==> config.mk <==
export PLATFORM = sky130hd
export DESIGN_NAME = can_rx_msg_ctrl
export DESIGN_NICKNAME = d
export VERILOG_FILES = /design/src/rtl/can_defs.sv /design/src/rtl/can_msg_fifo.sv /design/src/rtl/can_rx_msg_ctrl.sv
export SDC_FILE = /design/constraint.sdc
export NUM_CORES = 1
export LEC_CHECK = 0
export CAP_MARGIN = 30
export CELL_PAD_IN_SITES_DETAIL_PLACEMENT = 0
export CELL_PAD_IN_SITES_GLOBAL_PLACEMENT = 1
export CORE_MARGIN = 3
export CORE_UTILIZATION = 49
export CTS_BUF_LIST = sky130_fd_sc_hd__clkbuf_16
export DETAILED_ROUTE_END_ITERATION = 8
export PLACE_DENSITY_LB_ADDON = 0.2
export SYNTH_ARGS = -nofsm -noshare
export SYNTH_HDL_FRONTEND = slang
export SYNTH_SLANG_ARGS = --single-unit
==> constraint.sdc <==
create_clock -name clk -period 8 [get_ports clk]
set_input_delay 0.8 -clock clk [delete_from_list [all_inputs] [get_ports clk]]
set_output_delay 0.8 -clock clk [all_outputs]
set_load 0.01 [all_outputs]
==> src/rtl/can_defs.sv <==
// Shared types for the CAN receive message path: stored message layout,
// controller FSM states and the acceptance-filter decision.
package can_defs;

    typedef struct packed {
        logic [10:0]     id_std;
        logic [17:0]     id_ext;
        logic            ide;
        logic            rtr;
        logic [3:0]      dlc;
        logic [0:7][7:0] data;
    } rx_msg_t;

    typedef enum logic [1:0] {
        ST_IDLE   = 2'd0,
        ST_FILTER = 2'd1,
        ST_STORE  = 2'd2
    } rx_state_e;

    // Mask bit 1 means the id bit must equal the code bit; the extended
    // part only takes part in the decision for extended frames.
    function automatic logic frame_accept(input rx_msg_t msg, input logic en,
                                          input logic [28:0] code,
                                          input logic [28:0] mask);
        logic std_ok;
        logic ext_ok;
        std_ok = ((msg.id_std ^ code[28:18]) & mask[28:18]) == 11'd0;
        ext_ok = ((msg.id_ext ^ code[17:0]) & mask[17:0]) == 18'd0;
        return !en || (std_ok && (!msg.ide || ext_ok));
    endfunction

endpackage

==> src/rtl/can_msg_fifo.sv <==
// Message FIFO of DEPTH rx_msg_t entries with push/pop/flush and an
// occupancy count; the head entry reads as zero while empty.
module can_msg_fifo
    import can_defs::*;
#(
    parameter int DEPTH = 4
) (
    input  logic                     clk,
    input  logic                     rst,
    input  logic                     push,
    input  logic                     pop,
    input  logic                     flush,
    input  rx_msg_t                  wr_msg,
    output rx_msg_t                  rd_msg,
    output logic [$clog2(DEPTH):0]   count
);

    localparam int AW = $clog2(DEPTH);
    localparam logic [AW:0] FULL_CNT = (AW + 1)'(DEPTH);

    rx_msg_t         mem [DEPTH];
    logic [AW-1:0]   wr_ptr_q, wr_ptr_d;
    logic [AW-1:0]   rd_ptr_q, rd_ptr_d;
    logic [AW:0]     count_q, count_d;
    logic            pop_en;
    logic            push_en;

    // A pop frees the slot the same cycle, so a write into a full FIFO is
    // allowed when it coincides with a pop.
    always_comb begin
        pop_en   = pop && (count_q != '0) && !flush;
        push_en  = push && ((count_q != FULL_CNT) || pop_en) && !flush;
        wr_ptr_d = wr_ptr_q;
        rd_ptr_d = rd_ptr_q;
        count_d  = count_q;
        if (flush) begin
            wr_ptr_d = '0;
            rd_ptr_d = '0;
            count_d  = '0;
        end else begin
            if (push_en) wr_ptr_d = wr_ptr_q + AW'(1);
            if (pop_en)  rd_ptr_d = rd_ptr_q + AW'(1);
            case ({push_en, pop_en})
                2'b10:   count_d = count_q + (AW + 1)'(1);
                2'b01:   count_d = count_q - (AW + 1)'(1);
                default: count_d = count_q;
            endcase
        end
    end

    always_ff @(posedge clk) begin
        if (rst) begin
            wr_ptr_q <= '0;
            rd_ptr_q <= '0;
            count_q  <= '0;
        end else begin
            wr_ptr_q <= wr_ptr_d;
            rd_ptr_q <= rd_ptr_d;
            count_q  <= count_d;
        end
    end

    always_ff @(posedge clk) begin
        if (push_en && !rst) mem[wr_ptr_q] <= wr_msg;
    end

    assign rd_msg = (count_q != '0) ? mem[rd_ptr_q] : '0;
    assign count  = count_q;

endmodule

==> src/rtl/can_rx_msg_ctrl.sv <==
// CAN receive message controller: edge-detects completed frames, snapshots
// them, applies the acceptance filter and queues accepted frames for the host.
module can_rx_msg_ctrl
    import can_defs::*;
#(
    parameter int DEPTH = 4
) (
    input  logic                     clk,
    input  logic                     rst,
    input  logic                     rx_done_flag,
    input  logic [10:0]              rx_id_std,
    input  logic [17:0]              rx_id_ext,
    input  logic                     rx_ide,
    input  logic                     rx_remote_req,
    input  logic [3:0]               rx_dlc,
    input  logic [7:0]               rx_data [0:7],
    input  logic                     filter_en,
    input  logic [28:0]              acc_code,
    input  logic [28:0]              acc_mask,
    input  logic                     out_ready,
    input  logic                     flush,
    input  logic                     clr_overrun,
    output logic                     out_valid,
    output logic [10:0]              out_id_std,
    output logic [17:0]              out_id_ext,
    output logic                     out_ide,
    output logic                     out_rtr,
    output logic [3:0]               out_dlc,
    output logic [7:0]               out_data [0:7],
    output logic [$clog2(DEPTH):0]   fifo_count,
    output logic                     overrun,
    output logic                     busy
);

    localparam int CW = $clog2(DEPTH) + 1;
    localparam logic [CW-1:0] FULL_CNT = CW'(DEPTH);

    rx_state_e       state_q, state_d;
    rx_msg_t         snap_q, snap_d;
    rx_msg_t         rx_msg;
    rx_msg_t         head;
    logic            rx_done_q;
    logic            accept_q, accept_d;
    logic            overrun_q, overrun_d;
    logic            edge_det;
    logic            capture;
    logic            store_en;
    logic            push;
    logic            pop;
    logic            ovr_set;
    logic [CW-1:0]   count;

    always_comb begin
        rx_msg.id_std = rx_id_std;
        rx_msg.id_ext = rx_id_ext;
        rx_msg.ide    = rx_ide;
        rx_msg.rtr    = rx_remote_req;
        rx_msg.dlc    = rx_dlc;
        for (int i = 0; i < 8; i++) rx_msg.data[i] = rx_data[i];
    end

    assign edge_det = rx_done_flag && !rx_done_q;
    assign pop      = out_valid && out_ready;

    always_ff @(posedge clk) begin
        if (rst) state_q <= ST_IDLE;
        else     state_q <= state_d;
    end

    always_comb begin
        state_d = state_q;
        if (flush) begin
            state_d = ST_IDLE;
        end else begin
            case (state_q)
                ST_IDLE:   if (edge_det) state_d = ST_FILTER;
                ST_FILTER: state_d = ST_STORE;
                ST_STORE:  state_d = ST_IDLE;
                default:   state_d = ST_IDLE;
            endcase
        end
    end

    always_comb begin
        busy     = (state_q != ST_IDLE);
        capture  = (state_q == ST_IDLE) && edge_det && !flush;
        store_en = (state_q == ST_STORE) && accept_q && !flush;
    end

    // Overrun covers both a full FIFO at store time and a frame arriving
    // while the previous one is still in flight; setting beats clearing.
    always_comb begin
        snap_d   = capture ? rx_msg : snap_q;
        accept_d = accept_q;
        if (state_q == ST_FILTER)
            accept_d = frame_accept(snap_q, filter_en, acc_code, acc_mask);
        if (flush) begin
            snap_d   = '0;
            accept_d = 1'b0;
        end
        push      = store_en && ((count != FULL_CNT) || pop);
        ovr_set   = (edge_det && busy) || (store_en && (count == FULL_CNT) && !pop);
        overrun_d = ovr_set ? 1'b1 : (clr_overrun ? 1'b0 : overrun_q);
    end

    always_ff @(posedge clk) begin
        if (rst) begin
            rx_done_q <= 1'b0;
            snap_q    <= '0;
            accept_q  <= 1'b0;
            overrun_q <= 1'b0;
        end else begin
            rx_done_q <= rx_done_flag;
            snap_q    <= snap_d;
            accept_q  <= accept_d;
            overrun_q <= overrun_d;
        end
    end

    can_msg_fifo #(
        .DEPTH (DEPTH)
    ) u_fifo (
        .clk    (clk),
        .rst    (rst),
        .push   (push),
        .pop    (pop),
        .flush  (flush),
        .wr_msg (snap_q),
        .rd_msg (head),
        .count  (count)
    );

    assign out_valid  = (count != '0);
    assign out_id_std = head.id_std;
    assign out_id_ext = head.id_ext;
    assign out_ide    = head.ide;
    assign out_rtr    = head.rtr;
    assign out_dlc    = head.dlc;
    assign fifo_count = count;
    assign overrun    = overrun_q;

    for (genvar gi = 0; gi < 8; gi++) begin : g_out_data
        assign out_data[gi] = head.data[gi];
    end

endmodule

==> flow_metrics.tcl, run 1 <==
set metrics [dict create \
    outcome "completed" \
    period_minus_slack_ns 4.08 \
    synth_top_family_by_area "multiplexers" \
    peakVddDrop_mv 0.142 \
    place.gp.congestion 0.716 \
    io_pins 269 \
    synth_top_area_share 0.615 \
    synthTopCellsByCount "edfxtp_1 (396), nand2_1 (202), dfxtp_1 (113)" \
    postSynthAreaPerCell_um2 16.4 \
    power.density_mw_per_mm2 217 \
    die_h_um 205 \
    area_growth_pct 24.5 \
    comb_power_share 0.033 \
    multi_input_area_mm2 0.00485 \
    drc 0 \
    synthAdderAreaFrac 0.00427 \
    synth_edf_count 396 \
    cts_tree "built" \
    path_cells "buf_4 -> mux4_2 -> and2_1 -> clkdlybuf4s50_1" \
    synthArstFlopShare 0 \
    dpl.cell_count 1908 \
    ys_types 36 \
    setup_viol 0 \
    grt_antenna_before_repair 2 \
    tns_ns 0 \
    cp_num_buf_inv 2 \
    finalCritPeriodShare 0.511 \
    synth_area_leaders "edfxtp_1 (61%), dfxtp_1 (12%), mux4_2 (12%), nand2_1 (3.9%), and2_1 (3.3%)" \
    start_util 0.498 \
    hold_class "reg2reg" \
    whs_ns 0.495 \
    maxCapViolCount 0 \
    drtIter0Drc 565 \
    clk_pin_slew_ns 0.06 \
    synth_warnings 0 \
    end_kind "primary output" \
    yosys.area_share.simple 0.0801 \
    clkLatencyLatePin_ns 0.54 \
    pwr-share-seq 0.548 \
    internal_power_mw 4.22 \
    relSlewSlack 0.361 \
    grt_pass1_wl_mm 62.7 \
    rr_startpoint "u_fifo.count[0]" \
    cts_made_buffers 49 \
    finalHoldViolCount 0 \
    endpoint "out_id_ext[11]" \
    wl_per_cell_um 20.5 \
    grt_max_degree 74 \
    critical_path_required_ns 7.20 \
    yosysTopAreaCell "edfxtp_1" \
    finalClockSkew_ns 0.0113 \
    die_x_um 205 \
    avgViaCountPerCell 5.23 \
    synth_compound_area_frac 0.0344 \
    yosysMostFrequentCell "edfxtp_1" \
    cts_sinks 509 \
    netlist_instances 1177 \
    track_usage 0.196 \
    worst-path-max-fanout 60 \
    ant_nets 0 \
    start_kind "flip-flop" \
    final_layout_size_suffix_gt1_frac 0.128 \
    crit_cells 4 \
    synth_mux_area_frac 0.115 \
    syn_nets 1347 \
    post-place-ws_ns 3.82 \
    fin_ws_ns 3.92 \
    drt_pass1_iterations 4 \
    swShare 0.193 \
    instances_no_fill 2002 \
    synth-main-ff-cell "edfxtp_1" \
    fin_area_mm2 0.0241 \
    cp_top_family "buffers and inverters" \
    hold_buffers 0 \
    worst_ep_arrival_time_ns 3.28 \
    root_buffer "clkbuf_16" \
    clkPwrFrac 0.418 \
    cts_buffer_depth 3 \
    r2r-end "u_fifo.mem[1][48]" \
    rows 72 \
    via_count 10500 \
    rrSetupSlack_ns 4.75 \
    slew_viol_final 0 \
    regArea_mm2 0.0142 \
    cts_max_level 2 \
    wirelength_mm 40.9 \
    slowest_stage "buf_4" \
    leakagePower_nw 7.50 \
    worst_slew_pin_slew_ns 0.958 \
    first_global_vias 10800 \
    critical_path.max_stage_delay_ns 0.85 \
    fmax_mhz 245 \
    postCtsSetupBuffers 0 \
    overflow 0 \
    dpl_cell_area_mm2 0.0225 \
    reg2regPathDepth 6 \
    coreArea_mm2 0.0388 \
    die_area_mm2 0.0419 \
    synth-seq-cells 509 \
    synth.cell_area_mm2 0.0193 \
    hpwl_mm 24.3 \
    portBuffers 268 \
    path_class "reg2out" \
    ctsResizeCount 0 \
    synth_xor_area_frac 0.0154 \
    p_sw_mw 1.01 \
    nNetsFinal 1613 \
    ys_seq_area_frac 0.732 \
    rsz0062_at_grt "no" \
    fill_cells 2890 \
]
stage by stage:
step                       util  power, mW
after floorplan               -       2.98
after global placement    0.578       3.09
after detailed placement  0.579       3.10
after CTS                 0.619       5.28
after global routing      0.620       5.40
final                     0.620       5.22
metal layers:
| layer | vias to the layer above | share of wire | global-route usage |
|---|---|---|---|
| met5 | - | 0.00032 | 0 |
| met4 | 2 | 0.018 | 0.0440 |
| met3 | 56 | 0.063 | 0.0488 |
| met2 | 257 | 0.51 | 0.345 |
| met1 | 5247 | 0.41 | 0.247 |
| li1 | 4918 | - | - |
worst min-delay path, cell delays in order, from the launching register on:
cell and delay [ns]:
dfxtp_1 0.33, nand2_1 0.06, a21oi_1 0.05
cell families (layout without fill, tap and decap cells):
logic type,count (synthesis),in the layout
mux,99,99
buf+inv,76,382
flops,509,509
simple gates,332,332
xor+xnor,34,34
other cells,0,1
compound gates,121,121
fa+ha+maj,6,6
cell usage in the layout (no fill, tap or decap), types with 2 or more instances in the layout:
| cell type | synthesis | final |
|---|---|---|
| ha_1 | 5 | 5 |
| a22o_1 | 5 | 5 |
| dfxtp_1 | 113 | 111 |
| clkdlybuf4s50_1 | 0 | 268 |
| xnor2_1 | 2 | 2 |
| and2_4 | 0 | 4 |
| buf_12 | 0 | 3 |
| a21oi_1 | 104 | 104 |
| and2_1 | 103 | 99 |
| xor2_1 | 32 | 32 |
| buf_4 | 3 | 11 |
| dfxtp_4 | 0 | 2 |
| nor2b_1 | 3 | 2 |
| inv_1 | 9 | 26 |
| nand2_1 | 202 | 202 |
| mux4_2 | 99 | 99 |
| clkbuf_16 | 0 | 51 |
| a22oi_1 | 3 | 3 |
| clkinvlp_4 | 0 | 2 |
| a222oi_1 | 2 | 2 |
| nor2_1 | 10 | 10 |
| bufinv_16 | 0 | 4 |
| clkinv_2 | 0 | 8 |
| edfxtp_1 | 396 | 396 |
| clkinv_1 | 0 | 8 |
| a221oi_1 | 5 | 5 |
power by group through the flow:
| stage | combinational [mW] | clock (mW) | sequential (mW) |
|---|---|---|---|
| finish | 0.174 | 2.19 | 2.86 |
| global route | 0.190 | 2.34 | 2.86 |
| CTS | 0.178 | 2.24 | 2.86 |
| detailed placement | 0.177 | 0 | 2.92 |
| global placement | 0.174 | 0 | 2.92 |
| floorplan | 0.0655 | 0 | 2.91 |
flip-flops by register name, summed over array words and instances, names as in the netlist, 2 cells and up, named ones only:
signal / count
u_fifo.wr_ptr_q: 2
u_fifo.mem: 396
snap_q: 99
u_fifo.count: 3
state_q: 2
u_fifo.rd_ptr_q: 2
worst min path at each step:
stage,start,slack (ns),depth (start not counted),to
2_1_floorplan,snap_q[0],0.46,0,u_fifo.mem[0][0]
3_3_place_gp,snap_q[50],0.47,0,u_fifo.mem[3][50]
3_5_place_dp,snap_q[39],0.49,2,snap_q[39]
4_1_cts,snap_q[39],0.50,2,snap_q[39]
5_1_grt,snap_q[34],0.52,2,snap_q[34]
6_report,snap_q[35],0.50,2,snap_q[35]
layout make-up:
class,count,area share
antenna,1,0.000104
clock buffer,51,0.0530
clock inverter,40,0.0115
inverter,9,0.00140
multi-input combinational,592,0.202
sequential,509,0.588
tap,518,0.0269
timing repair buffer,282,0.117
Note: power is estimated with default switching activity, not from simulation.
==> run 2, diff against run 1 <==
--- a/config.mk
+++ b/config.mk
@@ -9,7 +9,7 @@
 export CELL_PAD_IN_SITES_DETAIL_PLACEMENT = 0
 export CELL_PAD_IN_SITES_GLOBAL_PLACEMENT = 1
 export CORE_MARGIN = 3
-export CORE_UTILIZATION = 49
+export CORE_UTILIZATION = 46
 export CTS_BUF_LIST = sky130_fd_sc_hd__clkbuf_16
 export DETAILED_ROUTE_END_ITERATION = 8
 export PLACE_DENSITY_LB_ADDON = 0.2
==> constraint.sdc (replaced) <==
create_clock -name clk -period 4.2 [get_ports clk]
set_input_delay 0.42 -clock clk [delete_from_list [all_inputs] [get_ports clk]]
set_output_delay 0.42 -clock clk [all_outputs]
set_load 0.01 [all_outputs]
==> run 2 against run 1 <==
Worst setup slack worse by 3.2 ns. Clock power up 91%. Routed wire length up 6.0%. Critical path type unchanged. Largest power group unchanged.
==> flow_metrics.tcl, run 2 (same netlist as run 1, synthesis figures left out) <==
set metrics [dict create \
    cts_buffer_depth 3 \
    final_layout_size_suffix_gt1_frac 0.134 \
    root_buffer "clkbuf_16" \
    start_util 0.469 \
    power.density_mw_per_mm2 412 \
    worst_slew_pin_slew_ns 0.919 \
    cts_tree "built" \
    first_global_vias 11100 \
    setup_viol 0 \
    coreArea_mm2 0.0412 \
    grt_pass1_wl_mm 66.0 \
    path_cells "buf_4 -> mux4_2 -> and2_1 -> clkdlybuf4s50_1" \
    ctsResizeCount 0 \
    layout_commonest_cell "edfxtp_1" \
    portBuffers 268 \
    track_usage 0.195 \
    largest_register "u_fifo.mem" \
    tns_ns 0 \
    finalClockSkew_ns 0.0207 \
    postCtsSetupBuffers 0 \
    die_h_um 211 \
    nNetsFinal 1624 \
    dpl_cell_area_mm2 0.0227 \
    drc 0 \
    cp_top_family "buffers and inverters" \
    overflow 0 \
    io_pins 269 \
    via_count 10700 \
    rsz0062_at_grt "no" \
    die_x_um 211 \
    area_growth_pct 25.4 \
    avgViaCountPerCell 5.27 \
    cts_sinks 509 \
    relSlewSlack 0.387 \
    slowest_stage "dfxtp_4" \
    outcome "completed" \
    grt_antenna_before_repair 0 \
    ant_nets 0 \
    fmax_mhz 287 \
    period_minus_slack_ns 3.48 \
    hold_class "in2reg" \
    diodes 0 \
    wl_per_cell_um 21.4 \
    cp_num_buf_inv 2 \
    mostFrequentLayoutCells "edfxtp_1 (396), clkdlybuf4s50_1 (268), nand2_1 (202), dfxtp_1 (111), a21oi_1 (104)" \
    place.gp.congestion 0.754 \
    cts_max_level 2 \
    critical_path.max_stage_delay_ns 0.74 \
    drt_pass1_iterations 5 \
    largest_reg_flops 396 \
    end_kind "primary output" \
    fin_area_mm2 0.0242 \
    wirelength_mm 43.4 \
    hold_buffers 0 \
    rows 74 \
    die_area_mm2 0.0445 \
    drtIter0Drc 735 \
    clk_pin_slew_ns 0.06 \
    leakagePower_nw 7.57 \
    peakVddDrop_mv 0.284 \
    worst-path-max-fanout 29 \
    finalCritPeriodShare 0.829 \
    path_class "reg2out" \
    finalHoldViolCount 0 \
    start_kind "flip-flop" \
    cts_made_buffers 50 \
    whs_ns 0.394 \
    maxCapViolCount 0 \
    clkLatencyLatePin_ns 0.57 \
    grt_max_degree 66 \
    hpwl_mm 27.8 \
    critical_path_required_ns 3.78 \
    worst_ep_arrival_time_ns 3.06 \
    finalPower_mw 9.98 \
    slew_viol_final 0 \
]
run 2: cell count changes in the layout (fill, tap and decap cells not counted), sizes merged:
| cell | before | now |
|---|---|---|
| bufinv | 4 | 2 |
| buf | 14 | 24 |
| clkbuf | 51 | 53 |
| inv | 27 | 23 |
| clkinvlp | 2 | 1 |
| diode | 1 | 0 |
| clkinv | 16 | 24 |
run 2: per-layer routing:
metal | track usage | part of all wire
met1 | 0.257 | 0.41
met2 | 0.332 | 0.51
met5 | 0 | 0
met4 | 0.0506 | 0.021
met3 | 0.0434 | 0.062
run 2: path summary, 6_finish.rpt:
check,from,to,slack (ns),depth (start not counted)
worst max-delay path,flip-flop,out_data[8],0.72,4
worst min-delay path,rx_id_ext[3],snap_q[73],0.39,3
worst max register to register,u_fifo.count[1],u_fifo.count[2],1.34,8
worst min register to register,snap_q[31],snap_q[31],0.50,2
run 2: where the power goes:
part	switching [mW]	internal [mW]
clock	1.79	2.40
combinational	0.152	0.182
sequential	0.0407	5.42
run 2: worst reg2reg max path, stage by stage, from the launching register on:
cell,delay (ns)
dfxtp_1,0.42
or3_2,0.77
and3b_1,0.36
ha_1,0.21
inv_1,0.06
fa_1,0.37
xor2_1,0.16
or3_1,0.30
a21oi_1,0.15
run 2: through the flow:
stage	worst slack, ns	std cells	util
2_1_floorplan	0.215	1177	-
3_3_place_gp	1.10	1934	0.550
3_5_place_dp	1.09	1934	0.550
4_1_cts	0.564	2028	0.588
5_1_grt	0.475	2028	0.588
6_report	0.720	2028	0.588
run 2: final cells by class:
type,count,area (µm²)
multi-input cells,592,4850
inverters,9,33.8
fillers,3203,17000
clock buffers,53,1330
clock inverters,41,243
flip-flops and latches,509,14200
well taps,532,666
repair buffers,292,2960
==> run 3, diff against run 2 <==
--- a/config.mk
+++ b/config.mk
@@ -9,7 +9,7 @@
 export CELL_PAD_IN_SITES_DETAIL_PLACEMENT = 0
 export CELL_PAD_IN_SITES_GLOBAL_PLACEMENT = 1
 export CORE_MARGIN = 3
-export CORE_UTILIZATION = 46
+export CORE_UTILIZATION = 41
 export CTS_BUF_LIST = sky130_fd_sc_hd__clkbuf_16
 export DETAILED_ROUTE_END_ITERATION = 8
 export PLACE_DENSITY_LB_ADDON = 0.2
==> constraint.sdc (replaced) <==
create_clock -name clk -period 2.9 [get_ports clk]
set_input_delay 0.29 -clock clk [delete_from_list [all_inputs] [get_ports clk]]
set_output_delay 0.29 -clock clk [all_outputs]
set_load 0.01 [all_outputs]
==> run 3 against run 2 <==
Register-to-register slack worse by 0.80 ns. Highest routed layer is now met5. Die area up 12%. Global-route usage down 2.0 points. Largest power group unchanged. Non-clock buffer count up 3. Via count down 0.65%. Critical path type unchanged.
==> flow_metrics.tcl, run 3 (same netlist as run 1, synthesis figures left out) <==
set metrics [dict create \
    outcome "completed" \
    cts_made_buffers 52 \
    area_growth_pct 27.3 \
    finalHoldViolCount 0 \
    hold_class "in2reg" \
    worst_slew_pin_slew_ns 0.725 \
    peakVddDrop_mv 0.351 \
    ant_nets 0 \
    dpl_cell_area_mm2 0.0229 \
    die_h_um 223 \
    fmax_mhz 351 \
    avgViaCountPerCell 5.06 \
    relSlewSlack 0.517 \
    rows 78 \
    root_buffer "clkbuf_16" \
    leakagePower_nw 8.46 \
    place.gp.congestion 0.732 \
    hold_buffers 0 \
    finalClockSkew_ns 0.0276 \
    final_layout_size_suffix_gt1_frac 0.139 \
    layout_commonest_cell "edfxtp_1" \
    end_kind "primary output" \
    instances_no_fill 2102 \
    finalCritPeriodShare 0.981 \
    largest_reg_flops 396 \
    fin_area_mm2 0.0246 \
    start_kind "flip-flop" \
    nNetsFinal 1629 \
    portBuffers 268 \
    period_minus_slack_ns 2.85 \
    worst-path-max-fanout 28 \
    hpwl_mm 26.5 \
    cts_tree "built" \
    power.density_mw_per_mm2 596 \
    clk_pin_slew_ns 0.06 \
    die_area_mm2 0.0498 \
    setup_viol 0 \
    diodes 0 \
    io_pins 269 \
    critical_path_required_ns 2.61 \
    cts_buffer_depth 3 \
    grt_max_degree 67 \
    wl_met3_mm 2.60 \
    grt_pass1_wl_mm 66.8 \
    finalPower_mw 14.7 \
    dpl.cell_count 2005 \
    wl_met2_mm 21.5 \
    maxCapViolCount 0 \
    drtIter0Drc 609 \
    path_class "reg2out" \
    cts_max_level 2 \
    slew_viol_final 0 \
    reg2regPathDepth 9 \
    grt_antenna_before_repair 2 \
    clkLatencyLatePin_ns 0.59 \
    via_count 10600 \
    drt_pass1_iterations 5 \
    holdPathStages 3 \
    mostFrequentLayoutCells "edfxtp_1 (396), clkdlybuf4s50_1 (221), nand2_1 (202), dfxtp_1 (111), a21oi_1 (104)" \
    rsz0062_at_grt "yes" \
    min_to "snap_q[43]" \
    drt-met1-wl_mm 18.7 \
    fill_cells 3814 \
    cts_sinks 509 \
    drc 0 \
    rr_startpoint "u_fifo.count[0]" \
    worst_ep_arrival_time_ns 2.56 \
    hp-start "rx_data[43]" \
    start_util 0.421 \
    rrSetupSlack_ns 0.54 \
    top_layer "met5" \
    overflow 0 \
    wl_per_cell_um 20.8 \
    track_usage 0.175 \
    r2r-end "u_fifo.count[2]" \
    first_global_vias 11200 \
    largest_register "u_fifo.mem" \
    die_x_um 223 \
    wirelength_mm 43.7 \
    coreArea_mm2 0.0460 \
]
-- run 3: area by class of cell --
| type | count | area (µm²) | area share |
|---|---|---|---|
| multi-input cells | 592 | 4860 | 0.197 |
| clock buffers | 53 | 1330 | 0.0539 |
| repair buffers | 295 | 3200 | 0.130 |
| inverters | 9 | 33.8 | 0.00137 |
| clock inverters | 44 | 302 | 0.0122 |
| flip-flops and latches | 509 | 14200 | 0.575 |
| well taps | 600 | 751 | 0.0305 |
-- run 3: worst max path at each step --
stage                                from  cells past startpoint                to  slack, ns
after floorplan           u_fifo.count[0]                      5  u_fifo.mem[0][0]       0.01
after global placement          out_ready                     10   u_fifo.count[2]       0.30
after detailed placement        out_ready                     10   u_fifo.count[2]       0.19
after CTS                       flip-flop                      4      out_data[55]      -0.03
after global routing            flip-flop                      4     out_id_ext[3]      -0.05
final                           flip-flop                      4     out_id_ext[3]       0.05
-- run 3: metal layers --
layer / vias up / global-route usage
met5: - / 0
met4: 2 / 0.0572
met3: 56 / 0.0432
met2: 257 / 0.289
met1: 5352 / 0.230
li1: 4959 / -
-- run 3: critical path: stages (launching register included) --
cell and delay [ns]:
dfxtp_4 0.41, buf_12 0.26, mux4_2 0.58, and2_1 0.19
clkdlybuf4s50_1 0.49
-- run 3: power by group --
group	total [mW]	internal, mW	switching [mW]
Combinational	0.491	0.270	0.221
Clock	6.30	3.66	2.64
Sequential	7.90	7.84	0.0572
-- run 3: timing repair --
| action | CTS | global route |
|---|---|---|
| pin swaps | 0 | 0 |
| gates resized for setup | 6 | 43 |
| endpoints found under the setup margin | 12 | 41 |
| buffers inserted | 0 | 0 |
-- run 3: stage by stage --
stage / setup slack (ns) / TNS (ns) / utilization / hold slack (ns)
floorplan: 0.0116 / 0 / - / 0.362
detailed placement: 0.187 / 0 / 0.498 / 0.486
global placement: 0.297 / 0 / 0.498 / 0.476
global route: -0.0491 / -0.0789 / 0.536 / 0.236
CTS: -0.0266 / -0.0572 / 0.533 / 0.208
finish: 0.0544 / 0 / 0.536 / 0.247
